$ cat src/rtl/vga_text_render_pkg.sv
// Shared constants and types for the VGA text overlay.
//   - 640x480 timing constants (active/total, both axes)
//   - glyph code names for the 16-entry 3x5 font
//   - text-slot entry struct, fetch FSM state enum
//   - glyph_row(): extracts one 3-pixel row from a packed 16-bit glyph
package vga_text_render_pkg;

  localparam int H_ACTIVE = 640;
  localparam int H_TOTAL  = 800;
  localparam int V_ACTIVE = 480;
  localparam int V_TOTAL  = 525;

  typedef enum logic [3:0] {
    G_0, G_1, G_2, G_3, G_4, G_5, G_6, G_7, G_8, G_9,
    G_PLUS, G_MINUS, G_MUL, G_DIV, G_EQ, G_BANG
  } glyph_t;

  typedef struct packed {
    logic       vis;
    logic [3:0] code;
  } txt_ent_t;

  typedef enum logic [1:0] {S_IDLE, S_FETCH_HI, S_FETCH_LO} fetch_st_t;

  // Pixel (r,c) lives at bit 15-(3r+c); result bit 2 is column 0.
  function automatic logic [2:0] glyph_row(input logic [15:0] g, input logic [2:0] r);
    logic [15:0] sh;
    sh = g >> (13 - 3 * int'(r));
    return sh[2:0];
  endfunction

endpackage

$ cat src/rtl/vga_textbuf.sv
// Text line register file: NCHARS entries of {visible, code}.
//   clk, reset : clock, synchronous active-high reset (clears all slots)
//   we, wa, wd : write port
//   ridx, rdat : asynchronous read port
module vga_textbuf
  import vga_text_render_pkg::*;
#(
  parameter int NCHARS = 8,
  localparam int SW    = $clog2(NCHARS)
) (
  input  logic          clk,
  input  logic          reset,
  input  logic          we,
  input  logic [SW-1:0] wa,
  input  txt_ent_t      wd,
  input  logic [SW-1:0] ridx,
  output txt_ent_t      rdat
);

  txt_ent_t [NCHARS-1:0] mem_q, mem_d;

  always_comb begin
    mem_d = mem_q;
    if (we) mem_d[wa] = wd;
  end

  always_ff @(posedge clk) begin
    if (reset) mem_q <= '0;
    else       mem_q <= mem_d;
  end

  assign rdat = mem_q[ridx];

endmodule

$ cat src/rtl/vga_text_render.sv
// Text overlay renderer between the sync generator and the glyph ROM.
//   clk, reset        : pixel clock, synchronous active-high reset
//   hcount, vcount    : current pixel position; video_on qualifies active area
//   hs_in, vs_in      : syncs, re-emitted as hs_out/vs_out one cycle later
//   we, wa, wd        : text-slot write port, wd = {visible, code}
//   ra, rd            : glyph ROM address / combinational data
//   rgb               : registered pixel colour (1-cycle latency)
//   busy              : glyph fetch in progress
// During each hblank the next line's glyph rows are fetched (two ROM bytes per
// slot) into linebuf, so linebuf never changes while pixels are being drawn.
module vga_text_render
  import vga_text_render_pkg::*;
#(
  parameter int         NCHARS     = 8,
  parameter int         X0         = 256,
  parameter int         Y0         = 200,
  parameter int         SCALE_LOG2 = 2,
  parameter logic [2:0] FG         = 3'b111,
  parameter logic [2:0] BG         = 3'b000,
  localparam int        SW         = $clog2(NCHARS)
) (
  input  logic          clk,
  input  logic          reset,
  input  logic [9:0]    hcount,
  input  logic [9:0]    vcount,
  input  logic          video_on,
  input  logic          hs_in,
  input  logic          vs_in,
  input  logic          we,
  input  logic [SW-1:0] wa,
  input  logic [4:0]    wd,
  output logic [4:0]    ra,
  input  logic [7:0]    rd,
  output logic          hs_out,
  output logic          vs_out,
  output logic [2:0]    rgb,
  output logic          busy
);

  fetch_st_t                state_q;
  logic [SW-1:0]            slot_q, rd_idx;
  logic [4:0]               ra_q;
  logic [7:0]               hi_q;
  logic                     vis_q, line_vis_q, line_vis_d;
  logic [2:0]               grow_q, grow_d;
  logic [NCHARS-1:0][2:0]   linebuf_q;
  txt_ent_t                 ent;
  logic [9:0]               ny, dy;

  vga_textbuf #(.NCHARS(NCHARS)) u_textbuf (
    .clk  (clk),
    .reset(reset),
    .we   (we),
    .wa   (wa),
    .wd   (txt_ent_t'(wd)),
    .ridx (rd_idx),
    .rdat (ent)
  );

  // Single read port: IDLE preloads slot 0, FETCH_HI latches the current
  // slot's visible bit and low-byte address, FETCH_LO looks one slot ahead.
  always_comb begin
    rd_idx = '0;
    case (state_q)
      S_FETCH_HI: rd_idx = slot_q;
      S_FETCH_LO: rd_idx = slot_q + SW'(1);
      default:    rd_idx = '0;
    endcase
  end

  // Target line and its glyph row; the subtraction wraps so lines above Y0
  // fail the unsigned window compare.
  always_comb begin
    ny         = (vcount == 10'(V_TOTAL - 1)) ? 10'd0 : vcount + 10'd1;
    dy         = ny - 10'(Y0);
    line_vis_d = dy < 10'(5 << SCALE_LOG2);
    grow_d     = 3'(dy >> SCALE_LOG2);
  end

  always_ff @(posedge clk) begin
    if (reset) begin
      state_q    <= S_IDLE;
      slot_q     <= '0;
      ra_q       <= '0;
      hi_q       <= '0;
      vis_q      <= 1'b0;
      line_vis_q <= 1'b0;
      grow_q     <= '0;
      linebuf_q  <= '0;
    end else begin
      case (state_q)
        S_IDLE: if (hcount == 10'(H_ACTIVE)) begin
          state_q    <= S_FETCH_HI;
          slot_q     <= '0;
          ra_q       <= {ent.code, 1'b0};
          line_vis_q <= line_vis_d;
          grow_q     <= grow_d;
        end
        S_FETCH_HI: begin
          hi_q    <= rd;
          vis_q   <= ent.vis;
          ra_q    <= {ent.code, 1'b1};
          state_q <= S_FETCH_LO;
        end
        S_FETCH_LO: begin
          linebuf_q[slot_q] <= (vis_q && line_vis_q) ? glyph_row({hi_q, rd}, grow_q) : 3'b000;
          if (slot_q == SW'(NCHARS - 1)) begin
            state_q <= S_IDLE;
          end else begin
            slot_q  <= slot_q + SW'(1);
            ra_q    <= {ent.code, 1'b0};
            state_q <= S_FETCH_HI;
          end
        end
        default: state_q <= S_IDLE;
      endcase
    end
  end

  // Render: each glyph cell is 4 columns wide, column 3 being the gap.
  logic [9:0] rel_x, gx, s;
  logic [1:0] c;
  logic [2:0] lb_row, rgb_d, rgb_q;
  logic       on, hs_q, vs_q;

  always_comb begin
    rel_x  = hcount - 10'(X0);
    gx     = rel_x >> SCALE_LOG2;
    s      = gx >> 2;
    c      = gx[1:0];
    lb_row = linebuf_q[s[SW-1:0]];
    on     = video_on && (hcount >= 10'(X0)) && (s < 10'(NCHARS)) &&
             (c != 2'd3) && lb_row[2'd2 - c];
    rgb_d  = !video_on ? 3'b000 : (on ? FG : BG);
  end

  always_ff @(posedge clk) begin
    if (reset) begin
      rgb_q <= '0;
      hs_q  <= 1'b0;
      vs_q  <= 1'b0;
    end else begin
      rgb_q <= rgb_d;
      hs_q  <= hs_in;
      vs_q  <= vs_in;
    end
  end

  assign ra     = ra_q;
  assign rgb    = rgb_q;
  assign hs_out = hs_q;
  assign vs_out = vs_q;
  assign busy   = (state_q != S_IDLE);

endmodule
$ cat config.mk
export PLATFORM = sky130hd
export DESIGN_NAME = vga_text_render
export DESIGN_NICKNAME = d
export VERILOG_FILES = /design/src/rtl/vga_text_render_pkg.sv /design/src/rtl/vga_textbuf.sv /design/src/rtl/vga_text_render.sv
export SDC_FILE = /design/constraint.sdc
export NUM_CORES = 1
export LEC_CHECK = 0
export CORE_MARGIN = 5
export CORE_UTILIZATION = 45
export DETAILED_ROUTE_END_ITERATION = 16
export GPL_ROUTABILITY_DRIVEN = 0
export PLACE_DENSITY = 0.7
export SLEW_MARGIN = 20
export SYNTH_ARGS = -nofsm -noshare
export SYNTH_HDL_FRONTEND = slang
export SYNTH_SLANG_ARGS = --single-unit
$ cat constraint.sdc
create_clock -name clk -period 3.48 [get_ports clk]
set_input_delay 0.696 -clock clk [delete_from_list [all_inputs] [get_ports clk]]
set_output_delay 0.696 -clock clk [all_outputs]
set_load 0.01 [all_outputs]
; After elaboration in Yosys (flattened, before gate mapping)
; Index checks and enable logic that the tools add are counted.
[classes]
shifts = 1
n_reduce_logical = 15
magnitude_cmp = 10
n_bitwise = 1
muxes = 25
add_sub_neg = 6
mul = 1
n_eq_ne = 8
[ops]
columns = cell, n
row1 = 40-bit bitwise mux, 1
row2 = 16-bit by 32-bit right shift with 3-bit output, 1
row3 = 24-bit bitwise mux, 1
row4 = 10-bit equality test (second input constant), 2
row5 = 5-bit two-way mux, 4
row6 = 3-bit two-way mux, 6
row7 = 3-bit by 4-bit less-than comparator with 1-bit output (second input constant), 4
row8 = 5-bit binary-select mux with 3-bit select, 1
row9 = 5-bit demux with 3-bit select, 1
row10 = 5-bit one-hot mux with 3 select lines, 1
row11 = 3-bit one-hot mux with 2 select lines, 2
row12 = 10-bit by 1-bit adder with 10-bit output (second input constant), 1
row13 = 10-bit by 9-bit greater-or-equal comparator with 1-bit output (second input constant), 1
row14 = 10-bit by 5-bit less-than comparator with 1-bit output (second input constant), 1
row15 = 10-bit two-way mux, 1
row16 = 10-bit by 8-bit subtractor with 10-bit output (second input constant), 1
row17 = 10-bit by 9-bit subtractor with 10-bit output (second input constant), 1
row18 = 3-bit binary-select mux with 3-bit select, 1
row19 = 3-bit demux with 3-bit select, 1
row20 = 1-bit logical AND, 7
row21 = 3-bit by 1-bit greater-or-equal comparator with 1-bit output (second input constant), 2
row22 = 6-bit by 4-bit less-than comparator with 1-bit output (second input constant), 1
row23 = 2-bit != test (second input constant), 3
row24 = 2-bit one-hot mux with 3 select lines, 1
row25 = 18 further kinds, 21
[word_totals]
wordCells = 101
register_bits = 92

; Longest topological paths before layout
; Gate-level depths: netlist of the first run.
[logic_depth]
ltp_word = 7
mapped_depth = 12

; Hierarchy
; Synthesis of the first run repeated with hierarchy kept, for this count alone.
[unflattened]
hier_cells = 479
hier_area_um2 = 4888.4
[by_module_without_submodules]
columns = mod, seq_area_each_um2, area_per_inst_um2, instances, cells_per_inst
row1 = vga_text_render, 1001.0, 3034.2, 1, 318
row2 = vga_textbuf, 800.8, 1854.3, 1, 161

; Worst setup path after synthesis of the first run
; OpenSTA, ideal clock, no wires.
[synth_path]
path_type = register to register
startpoint = reg grow_q[0]
endpoint = reg linebuf_q[11] (netlist name)
synth_period_minus_slack_ns = 2.639
path_stages_with_launch = 10
required_ns = 3.350
path_slack_ns = 0.841
t_arrival_ns = 2.510
path_buffers = 1
cell_sequence = dfxtp_1 > ha_1 > fa_1 > inv_1 > ha_1 > buf_2 > mux4_2 > and3_1 > o311ai_4 > o21ai_0
[synth_via]
elab_chain_len = 5
[synth_rtl]
columns = element, line
row1 = from (decl), vga_text_render.sv:45  ; logic [2:0] grow_q, grow_d;
row2 = from (signal assigned), vga_text_render.sv:97  ; grow_q <= grow_d;
row3 = 2-bit by 3-bit multiplier with 5-bit output, vga_text_render_pkg.sv:28  ; sh = g >> (13 - 3 * int'(r));
row4 = 4-bit by 5-bit subtractor with 6-bit output, vga_text_render_pkg.sv:28
row5 = 16-bit by 32-bit right shift with 3-bit output, vga_text_render_pkg.sv:28
row6 = 3-bit two-way mux, vga_text_render.sv:106  ; linebuf_q[slot_q] <= (vis_q && line_vis_q) ? glyph_row({hi_q, rd}, grow_q) : 3'b000;
row7 = 24-bit bitwise mux, vga_text_render.sv:106
row8 = "to (signal, indexed assignment)", vga_text_render.sv:106
row9 = to (decl), vga_text_render.sv:46  ; logic [NCHARS-1:0][2:0] linebuf_q;
; No other way between the ends.
; A chain may end at the register's enable or synchronous reset.

; Worst setup path after layout of the first run
[layout_path]
startpoint = reg grow_q[1]
endpoint = reg linebuf_q[23] (netlist name)
; Same word-level chain as after synthesis.

==> summary.md, run 1 <==
| Metric | Value |
|---|---|
| Sw frac | between 20% and 30% |
| Sequential element share of the synthesized area | around 37% |
| Synthesized cell area | approximately 0.0048 mm² |
| Slew HR | just under 50% |
| Die footprint | ~0.013 mm² |
| Total number of H-tree levels | 3 |
| CP startpoint | grow_q[1]$_SDFFE_PP0P_ |
| Grt ovf | 0 |
| Reg-to-reg slack, setup | 570 ps |
| R2r worst-path depth | 10 |
| Status | finished clean |
| Power Total | roughly 2000 µW |
| F_max | around 340 MHz |
| Layout area overhead | 15.46% |
| CTS Buffer Depth | 2 |
| Worst-Margin Slew | 771.8 ps |
| DR DRC count | 0 |
| Drt first-iter violations | 145 |
| Layout cell share with drive strength beyond 1 | about a tenth |
| # port buffers | 52 |
| Met2 Use GR | between 20 and 30% |
| Worst Path Arrival | between 3000 and 4000 ps |
| Syn Nets | 547 |
| Global-route wire length before repair | ~18,000 µm |
| CTS Root Cell | clkbuf_8 |
| HPWL Detailed | between 7000 and 8000 µm |
| Fin nets | 580 |
| Clock share of power | 37.5% |
| Worst r2r src | grow_q[1]$_SDFFE_PP0P_ |
| Initial antenna violation count | 0 |
| CTS Sinks | 90 |
| RR Endpoint | linebuf_q[23]$_SDFFE_PP0P_ |
| Setup TNS Final | 0 ps |
| Largest net degree at the start of global routing | 74 |
| Int Power | about 1500 µW |
| Most common cell after layout, fill and taps aside | dfxtp_1 |
| CP Capture Type | register |
| Post-CTS sizing | 0 |
| Worst setup path class | register to register |
| CTS tree | built |
| GRT met3 Usage | approximately 4.4% |
| CTS hold repair buffers | 0 |
| Avg Synthesized Cell Area | a little under 10 µm² |
| Warnings, synthesis | 0 |
| Synth unique cells | 60 |
| Die Width | between 100 and 150 µm |
| Crit path launch type | register |
| Average wire per standard cell | 15.45 µm |
| Fill count | 942 |
| Clock-pin slew on the worst setup and hold paths | ~90 ps |
| GRT Util Overall | approximately 17% |
| Worst vdd ir | 0.2409 mV |
| Postcts setup bufs | 0 |
| Drt pass-1 iters | 4 |
| Antenna Violating Nets Remaining | 0 |
| Final Max Tran Viols | 0 |
| Num CTS Buffers | 9 |
| Max_cap viols | 0 |
| Gr busiest metal | met2 |
| Most frequent cells in the layout | dfxtp_1 (90), nor2_1 (69), mux2i_1 (60) |
| Synth Flop Type | dfxtp_1 |
| Critical path fanouts, max | 8 |
| Cell count after synthesis | 490 |
| Setup violations, final | 0 |
| Vias in the first global route | 3,821 |
| Number of synthesized flops with an enable pin | 0 |
| PD cells | between 300 and 400 mW/mm² |
| Starting Density | 46.47% |
| Via count | around 3.7k |
| Core ar. | ~0.010 mm² |
| Synthesized flop and latch total | 90 |
| Drt total wl | about 10,000 µm |
| Met1 GRT Util | between 10% and 20% |
| FP Rows | 37 |
| Logic pwr share | between 10% and 20% |
| Die Ht | around 110 µm |
| Seq pwr share | roughly half |
| Final Cycle Share | roughly 84% |
| Post-synth ARST share | 0% |
| Crit path time final | approximately 2900 ps |
| Leak | roughly 0.0021 µW |
| CP endpoint | linebuf_q[23]$_SDFFE_PP0P_ |
| Final Hold Viols | 0 |
| RSZ-0062 raised after global routing | false |
| Psw | 531.3 µW |
| Final setup skew | approximately 11 ps |
| Worst-Skew Late Latency | ~360 ps |
| Ant diodes | 0 |
| Vias per cell | approximately 5.5 |
| Critical Path RT | 3710 ps |
| HP Class | register to register |
| # IOs | 53 |
per-stage QoR:
stage / util (%) / instance area (µm²) / worst slack (ps) / cells / hold WS [ps]
after floorplan: - / 4841 / 840.5 / 490 / 416.6
after global placement: 51.60 / 5375 / 294.0 / 648 / 430.4
after detailed placement: 51.60 / 5375 / 205.0 / 648 / 438.1
after CTS: 53.66 / 5589 / 540.3 / 664 / 460.9
after global routing: 53.66 / 5589 / 379.7 / 664 / 489.2
final: 53.66 / 5589 / 566.9 / 664 / 459.6
Yosys cell counts, types with 5 or more instances:
| cell | n | share of area (%) |
|---|---|---|
| a21oi_1 | 9 | 0.93 |
| buf_6 | 5 | 1.2 |
| clkbuf_1 | 18 | 1.4 |
| dfxtp_1 | 90 | 37 |
| ha_1 | 14 | 3.6 |
| inv_1 | 12 | 0.93 |
| mux2_2 | 6 | 1.4 |
| mux2i_1 | 60 | 12 |
| mux4_1 | 10 | 5.4 |
| mux4_2 | 11 | 5.1 |
| nand2_1 | 39 | 3.0 |
| nand3_1 | 21 | 2.2 |
| nand4b_1 | 6 | 1.1 |
| nor2_1 | 69 | 5.4 |
| nor2b_1 | 10 | 1.3 |
| o21ai_0 | 26 | 2.7 |
worst min-delay path by stage:
stage,from,end,slack (ps),cells after the start
2_1_floorplan,linebuf_q[15]$_SDFFE_PP0P_,linebuf_q[15]$_SDFFE_PP0P_,420,2
6_report,linebuf_q[14]$_SDFFE_PP0P_,linebuf_q[14]$_SDFFE_PP0P_,460,2
3_5_place_dp,linebuf_q[14]$_SDFFE_PP0P_,linebuf_q[14]$_SDFFE_PP0P_,440,2
3_3_place_gp,linebuf_q[8]$_SDFFE_PP0P_,linebuf_q[8]$_SDFFE_PP0P_,430,2
5_1_grt,linebuf_q[20]$_SDFFE_PP0P_,linebuf_q[20]$_SDFFE_PP0P_,490,2
4_1_cts,linebuf_q[14]$_SDFFE_PP0P_,linebuf_q[14]$_SDFFE_PP0P_,460,2
final cells by class:
class | count | area, µm² | area share (%)
multi-input cells | 354 | 2813 | 50.32
flip-flops and latches | 90 | 1802 | 32.24
clock buffers | 9 | 123.9 | 2.216
clock inverters | 7 | 90.09 | 1.612
well taps | 136 | 170.2 | 3.045
inverters | 12 | 45.04 | 0.8059
repair buffers | 56 | 545.5 | 9.760
power groups by stage:
| stage | registers (µW) | clock network [µW] | logic (µW) |
|---|---|---|---|
| after global placement | 1080 | 0 | 212 |
| after floorplan | 1080 | 0 | 129 |
| after global routing | 1060 | 838 | 238 |
| after CTS | 1060 | 790 | 219 |
| after detailed placement | 1090 | 0 | 219 |
| final | 1060 | 768 | 217 |
per-layer routing:
metal	wire length, µm	up-vias
met2	5070	88
met5	0	-
li1	-	1837
met4	96	0
met1	4567	1751
met3	525	8
registers in the layout, summed over array words and instances (netlist names), 2 cells and up:
register and flops:
state_q 2, hi_q 8, grow_q 3, u_textbuf.mem_q 40
slot_q 3, linebuf_q 24, ra 5
logic make-up after synthesis:
| group | synth area share [%] |
|---|---|
| and+or+nand+nor | 18.95 |
| buffers and inverters | 4.678 |
| xor gates and xnor gates | 0.5429 |
| adders and majority gates | 4.032 |
| AOI/OAI and AO/OA | 10.24 |
| muxes | 24.35 |
| DFF | 37.22 |
critical path: stages (launching register included):
cell	delay [ps]
dfxtp_1	370
inv_1	70
ha_1	290
inv_1	60
fa_1	380
inv_1	70
ha_1	280
mux4_2	530
and3_1	220
o311ai_4	400
o21ai_0	140
Power figures use the tool's default switching activity.
==> run 2, diff against run 1 <==
==> constraint.sdc (replaced) <==
create_clock -name clk -period 3 [get_ports clk]
set_input_delay 0.6 -clock clk [delete_from_list [all_inputs] [get_ports clk]]
set_output_delay 0.6 -clock clk [all_outputs]
set_load 0.01 [all_outputs]
==> summary.md, run 2 (synthesis results as in run 1) <==
| Metric | Value |
|---|---|
| CP Capture Type | register |
| CTS Root Cell | clkbuf_8 |
| Psw | 604.9 µW (+14%) |
| Final WS setup | 122.2 ps (-444.7 ps) |
| Via count | 3,771 (+2.4%) |
| Logic pwr share | 11.5% (+0.9 points) |
| Max reg flops | 40 (unchanged) |
| Drt pass-1 iters | 5 (+1) |
| Final setup skew | 11.25 ps (-0.04690 ps) |
| Sw frac | 26.26% (+0.31 points) |
| Power Total | 2303 µW (+13%) |
| Most flop-heavy register | u_textbuf.mem_q |
| Average wire per standard cell | 15.60 µm (+0.94%) |
| Critical path fanouts, max | 8 (unchanged) |
| Worst slack, placed | -56.57 ps (-261.5 ps) |
| CTS Buffer Depth | 2 (unchanged) |
| Most common cell after layout, fill and taps aside | dfxtp_1 |
| Worst Path Arrival | 3110 ps (-30 ps) |
| Seq pwr share | 53.5% (+1.6 points) |
| Setup TNS Final | 0 ps (unchanged) |
| GRT Util Overall | 16.57% (+0.047 points) |
| Total number of H-tree levels | 3 (unchanged) |
| # port buffers | 52 (unchanged) |
| Die Width | 113.7 µm (unchanged) |
| Biggest regs | u_textbuf.mem_q (40), linebuf_q (24), hi_q (8) |
| CTS hold repair buffers | 0 (unchanged) |
| Vias in the first global route | 3,824 (+0.079%) |
| Final Max Tran Viols | 0 (unchanged) |
| Die Ht | 113.7 µm (unchanged) |
| Ant diodes | 0 (unchanged) |
| HPWL Detailed | 7865 µm (+3.6%) |
| Setup violations, final | 0 (unchanged) |
| Clock share of power | 35.0% (-2.5 points) |
| F_max | 347.5 MHz (+1.2%) |
| Crit path time final | 2878 ps (-35.33 ps) |
| CTS tree | built |
| Layout area overhead | 17.11% |
| Max_cap viols | 0 (unchanged) |
| Worst vdd ir | 0.2491 mV (+3.4%) |
| FP Rows | 37 (unchanged) |
| Critical Path RT | 3240 ps (-470 ps) |
| Antenna Violating Nets Remaining | 0 (unchanged) |
| Largest net degree at the start of global routing | 74 (unchanged) |
| Hold slack | 459.2 ps (-0.3580 ps) |
| Initial antenna violation count | 0 (unchanged) |
| Worst-Skew Late Latency | 360 ps (about the same) |
| Core ar. | 0.01042 mm² (unchanged) |
| Global-route wire length before repair | 17,800 µm (about the same) |
| PD cells | 406.2 mW/mm² (+11%) |
| Grt ovf | 0 (unchanged) |
| Int Power | 1698 µW (+12%) |
| Drt first-iter violations | 108 (-26%) |
| Clock-pin slew on the worst setup and hold paths | 100 ps (about the same) |
| Worst-Margin Slew | 777.7 ps (+5.929 ps) |
| CTS Sinks | 90 (unchanged) |
| Worst setup path class | register to register |
| HP Class | register to register |
| Status | finished clean |
| Fin nets | 593 (+2.2%) |
| Starting Density | 46.47% (unchanged) |
| Cell area after layout | 0.005669 mm² (+1.4%) |
| # IOs | 53 (unchanged) |
| DR DRC count | 0 (unchanged) |
| Leak | 0.002194 µW (+2.1%) |
| Num CTS Buffers | 9 (unchanged) |
| Drt total wl | 10,560 µm (+2.9%) |
| Final Hold Viols | 0 (unchanged) |
| Die footprint | 0.01293 mm² (unchanged) |
| Layout cell share with drive strength beyond 1 | 12.75% (+2.5 points) |
| Crit path launch type | register |
| Final Cycle Share | 95.93% (+12 points) |
| Slew HR | 48.15% (-0.40 points) |
| RSZ-0062 raised after global routing | false |
| Most frequent cells in the layout | dfxtp_1 (89), nor2_1 (69), mux2i_1 (60) |
| Placed cell areas | 0.005465 mm² (+1.7%) |
| Vias per cell | 5.570 (+0.40%) |
-- run 2: power by group through the flow --
stage / Clock, µW / Sequential (µW) / Combinational [µW]
4_1_cts: 834 / 1230 / 266
3_5_place_dp: 0 / 1260 / 265
2_1_floorplan: 0 / 1260 / 149
5_1_grt: 881 / 1240 / 289
6_report: 807 / 1230 / 264
3_3_place_gp: 0 / 1260 / 257
-- run 2: metal layers --
layer	GRT usage [%]	wire (µm)
met1	19.97	4730
met2	29.17	5284
met3	3.714	415
met4	5.449	129
met5	0	0
-- run 2: repair_timing --
item,in CTS,in global routing
setup buffers,0,1
setup endpoints to repair,0,11
resized for setup,0,4
-- run 2: area by class of cell --
type                    count  area (µm²)
clock buffers              10       137.6
clock inverters             6       55.05
fillers                   933        4747
inverters                  12       45.04
multi-input cells         354        2815
flip-flops and latches     90        1803
well taps                 136       170.2
repair buffers             69       643.1
-- run 2: metrics by stage --
| step | utilization [%] | instances |
|---|---|---|
| 5_1_grt | 54.43 | 677 |
| 4_1_cts | 54.32 | 676 |
| 2_1_floorplan | - | 490 |
| 3_3_place_gp | 52.47 | 660 |
| 6_report | 54.43 | 677 |
| 3_5_place_dp | 52.47 | 660 |
-- run 2: worst max-delay path, stage by stage (launching register included) --
cell,delay (ps)
dfxtp_2,360
inv_1,60
ha_1,300
inv_1,60
fa_1,390
inv_1,70
ha_2,300
mux4_2,440
and3_1,220
o311ai_4,440
o21ai_0,140
-- run 2: path summary, 6_finish.rpt --
kind	cells after the start	to	startpoint	slack, ps
max reg2reg	10	linebuf_q[2]$_SDFFE_PP0P_	grow_q[1]$_SDFFE_PP0P_	120
min	2	linebuf_q[18]$_SDFFE_PP0P_	linebuf_q[18]$_SDFFE_PP0P_	460
max	10	linebuf_q[2]$_SDFFE_PP0P_	grow_q[1]$_SDFFE_PP0P_	120
min reg2reg	2	linebuf_q[18]$_SDFFE_PP0P_	linebuf_q[18]$_SDFFE_PP0P_	460
==> run 3, diff against run 2 <==
--- a/config.mk
+++ b/config.mk
@@ -9,7 +9,7 @@
 export CORE_UTILIZATION = 45
 export DETAILED_ROUTE_END_ITERATION = 16
 export GPL_ROUTABILITY_DRIVEN = 0
-export PLACE_DENSITY = 0.7
+export PLACE_DENSITY_LB_ADDON = 0.05
 export SLEW_MARGIN = 20
 export SYNTH_ARGS = -nofsm -noshare
 export SYNTH_HDL_FRONTEND = slang
==> summary.md, run 3 (synthesis results as in run 1) <==
| Metric | Value |
|---|---|
| Status | finished clean |
| Worst-Margin Slew | 775.1 ps (-2.618 ps) |
| Final WS setup | 184.4 ps (+62.22 ps) |
| Max_cap viols | 0 (unchanged) |
| Drt total wl | 11,270 µm (+6.7%) |
| Average wire per standard cell | 16.52 µm (+5.9%) |
| Drt pass-1 iters | 5 (unchanged) |
| CP max stage delay | 540 ps (+100 ps) |
| Placed cell areas | 0.005495 mm² (+0.55%) |
| Critical path depth in cells | 8 (-2) |
| Most common cell after layout, fill and taps aside | dfxtp_1 |
| Core ar. | 0.01042 mm² (unchanged) |
| Vias in the first global route | 3,671 (-4.0%) |
| FP Rows | 37 (unchanged) |
| CTS hold repair buffers | 0 (unchanged) |
| Crit path max-delay family | simple AND/OR/NAND/NOR gates |
| Worst-Skew Late Latency | 380 ps (+20 ps) |
| CTS tree | built |
| Setup violations, final | 0 (unchanged) |
| Most flop-heavy register | u_textbuf.mem_q |
| Antenna Violating Nets Remaining | 0 (unchanged) |
| Hold path depth | 2 (unchanged) |
| CTS Root Cell | clkbuf_8 |
| F_max | 355.2 MHz (+2.2%) |
| Num CTS Buffers | 9 (unchanged) |
| Global-route wire length before repair | 18,650 µm (+4.8%) |
| Max reg flops | 40 (unchanged) |
| Slew HR | 48.33% (+0.17 points) |
| Clock-pin slew on the worst setup and hold paths | 100 ps (about the same) |
| Worst setup path class | input pin to register |
| PD cells | 417.8 mW/mm² (+2.8%) |
| R2r worst-path depth | 12 (+2) |
| Critical Path RT | 3260 ps (+20 ps) |
| Critical path fanouts, max | 2 (-6) |
| Final setup skew | 18.48 ps (+7.232 ps) |
| Drt first-iter violations | 216 (+100%) |
| Die Width | 113.7 µm (unchanged) |
| CTS Sinks | 90 (unchanged) |
| Biggest regs | u_textbuf.mem_q (40), linebuf_q (24), hi_q (8) |
| Cell area after layout | 0.005722 mm² (+0.93%) |
| Via count | 3,757 (-0.37%) |
| # IOs | 53 (unchanged) |
| # port buffers | 52 (unchanged) |
| Crit path launch type | input pin |
| Final Cycle Share | 93.85% (-2.1 points) |
| Final Max Tran Viols | 0 (unchanged) |
| Layout area overhead | 18.20% |
| Slowest CP cell | or4_1 |
| Fin nets | 598 (+0.84%) |
| Worst slack, placed | -196.3 ps (-139.7 ps) |
| Leak | 0.002235 µW (+1.9%) |
| Final Hold Viols | 0 (unchanged) |
| CP Capture Type | register |
| HPWL Detailed | 8168 µm (+3.9%) |
| Layout cell share with drive strength beyond 1 | 13.37% (+0.62 points) |
| CTS Buffer Depth | 2 (unchanged) |
| Largest net degree at the start of global routing | 74 (unchanged) |
| Die footprint | 0.01293 mm² (unchanged) |
| Worst vdd ir | 0.3056 mV (+23%) |
| Fill count | 989 (+6.0%) |
| WP buf/inv | 1 (-2) |
| Most frequent cells in the layout | dfxtp_1 (89), nor2_1 (69), mux2i_1 (60) |
| Starting Density | 46.47% (unchanged) |
| Crit path time final | 2816 ps (-62.22 ps) |
| Die Ht | 113.7 µm (unchanged) |
| DR DRC count | 0 (unchanged) |
| Worst Path Arrival | 3080 ps (-30 ps) |
| Initial antenna violation count | 0 (unchanged) |
| HP Class | register to register |
| Ant diodes | 0 (unchanged) |
| Total number of H-tree levels | 3 (unchanged) |
| Vias per cell | 5.509 (-1.1%) |
| GRT Util Overall | 18.04% (+1.5 points) |
| Grt ovf | 0 (unchanged) |
| CP Cell Sequence | clkdlybuf4s50_1 -> or4_1 -> nor4_1 -> o21bai_1 -> ha_1 -> o311ai_0 -> nor4b_1 -> a32o_1 |
| RSZ-0062 raised after global routing | false |
[run 3: cell count changes in the layout (fill, tap and decap cells not counted), sizes merged]
cell	before	now
clkinv	0	2
buf	18	23
clkinvlp	2	0
bufinv	0	1
inv	16	15
[run 3: final timing paths]
path / slack, ps / endpoint / startpoint
setup reg to reg: 200 / linebuf_q[23]$_SDFFE_PP0P_ / grow_q[1]$_SDFFE_PP0P_
hold reg to reg: 460 / linebuf_q[8]$_SDFFE_PP0P_ / linebuf_q[8]$_SDFFE_PP0P_
setup / recovery: 180 / line_vis_q$_SDFFE_PP0P_ / vcount[0]
hold / removal: 460 / linebuf_q[8]$_SDFFE_PP0P_ / linebuf_q[8]$_SDFFE_PP0P_
[run 3: stage by stage]
| step | cells | hold slack, ps | util [%] | setup TNS (ps) | total power, µW |
|---|---|---|---|---|---|
| after global placement | 664 | 427.8 | 52.76 | -43.63 | 1527 |
| after global routing | 682 | 498.2 | 54.93 | 0 | 2499 |
| after CTS | 680 | 468.0 | 54.77 | 0 | 2410 |
| after detailed placement | 664 | 445.1 | 52.76 | -196.3 | 1531 |
| after floorplan | 490 | 416.6 | - | 0 | 1407 |
| final | 682 | 461.1 | 54.93 | 0 | 2390 |
[run 3: power by group]
group	switching, µW	total (µW)	internal, µW
logic	130	272	142
registers	14.0	1230	1220
clock network	467	887	420
[run 3: per-layer routing]
| layer | vias to the layer above | part of all wire, % | track usage, % |
|---|---|---|---|
| met5 | - | 0 | 0 |
| met4 | 0 | 1.3 | 5.208 |
| met3 | 15 | 5.2 | 4.615 |
| met2 | 84 | 44 | 27.33 |
| met1 | 1776 | 49 | 25.43 |
| li1 | 1882 | - | - |
[run 3: area by class of cell]
type                            instances  area (µm²)  share of cell area, %
Sequential cell                        90        1803                  31.51
Tap cell                              136       170.2                  2.974
Clock buffer                           10       137.6                  2.405
Clock inverter                          6       72.57                  1.268
Timing Repair Buffer                   74       680.7                  11.90
Inverter                               12       45.04                 0.7872
Multi-Input combinational cell        354        2813                  49.16
[run 3: worst reg2reg max path: stages, from the launching register on]
cell	delay [ps]
dfxtp_2	360
inv_1	60
ha_1	290
inv_1	60
fa_1	380
inv_1	60
ha_1	280
buf_4	180
or4_1	490
nand4_1	150
o311ai_4	120
buf_4	170
o21ai_0	140
[run 3: repair_timing]
item,CTS,global route
buffers inserted,0,2
setup endpoints to repair,0,10
hold endpoints to repair,0,0
gates resized for setup,0,2
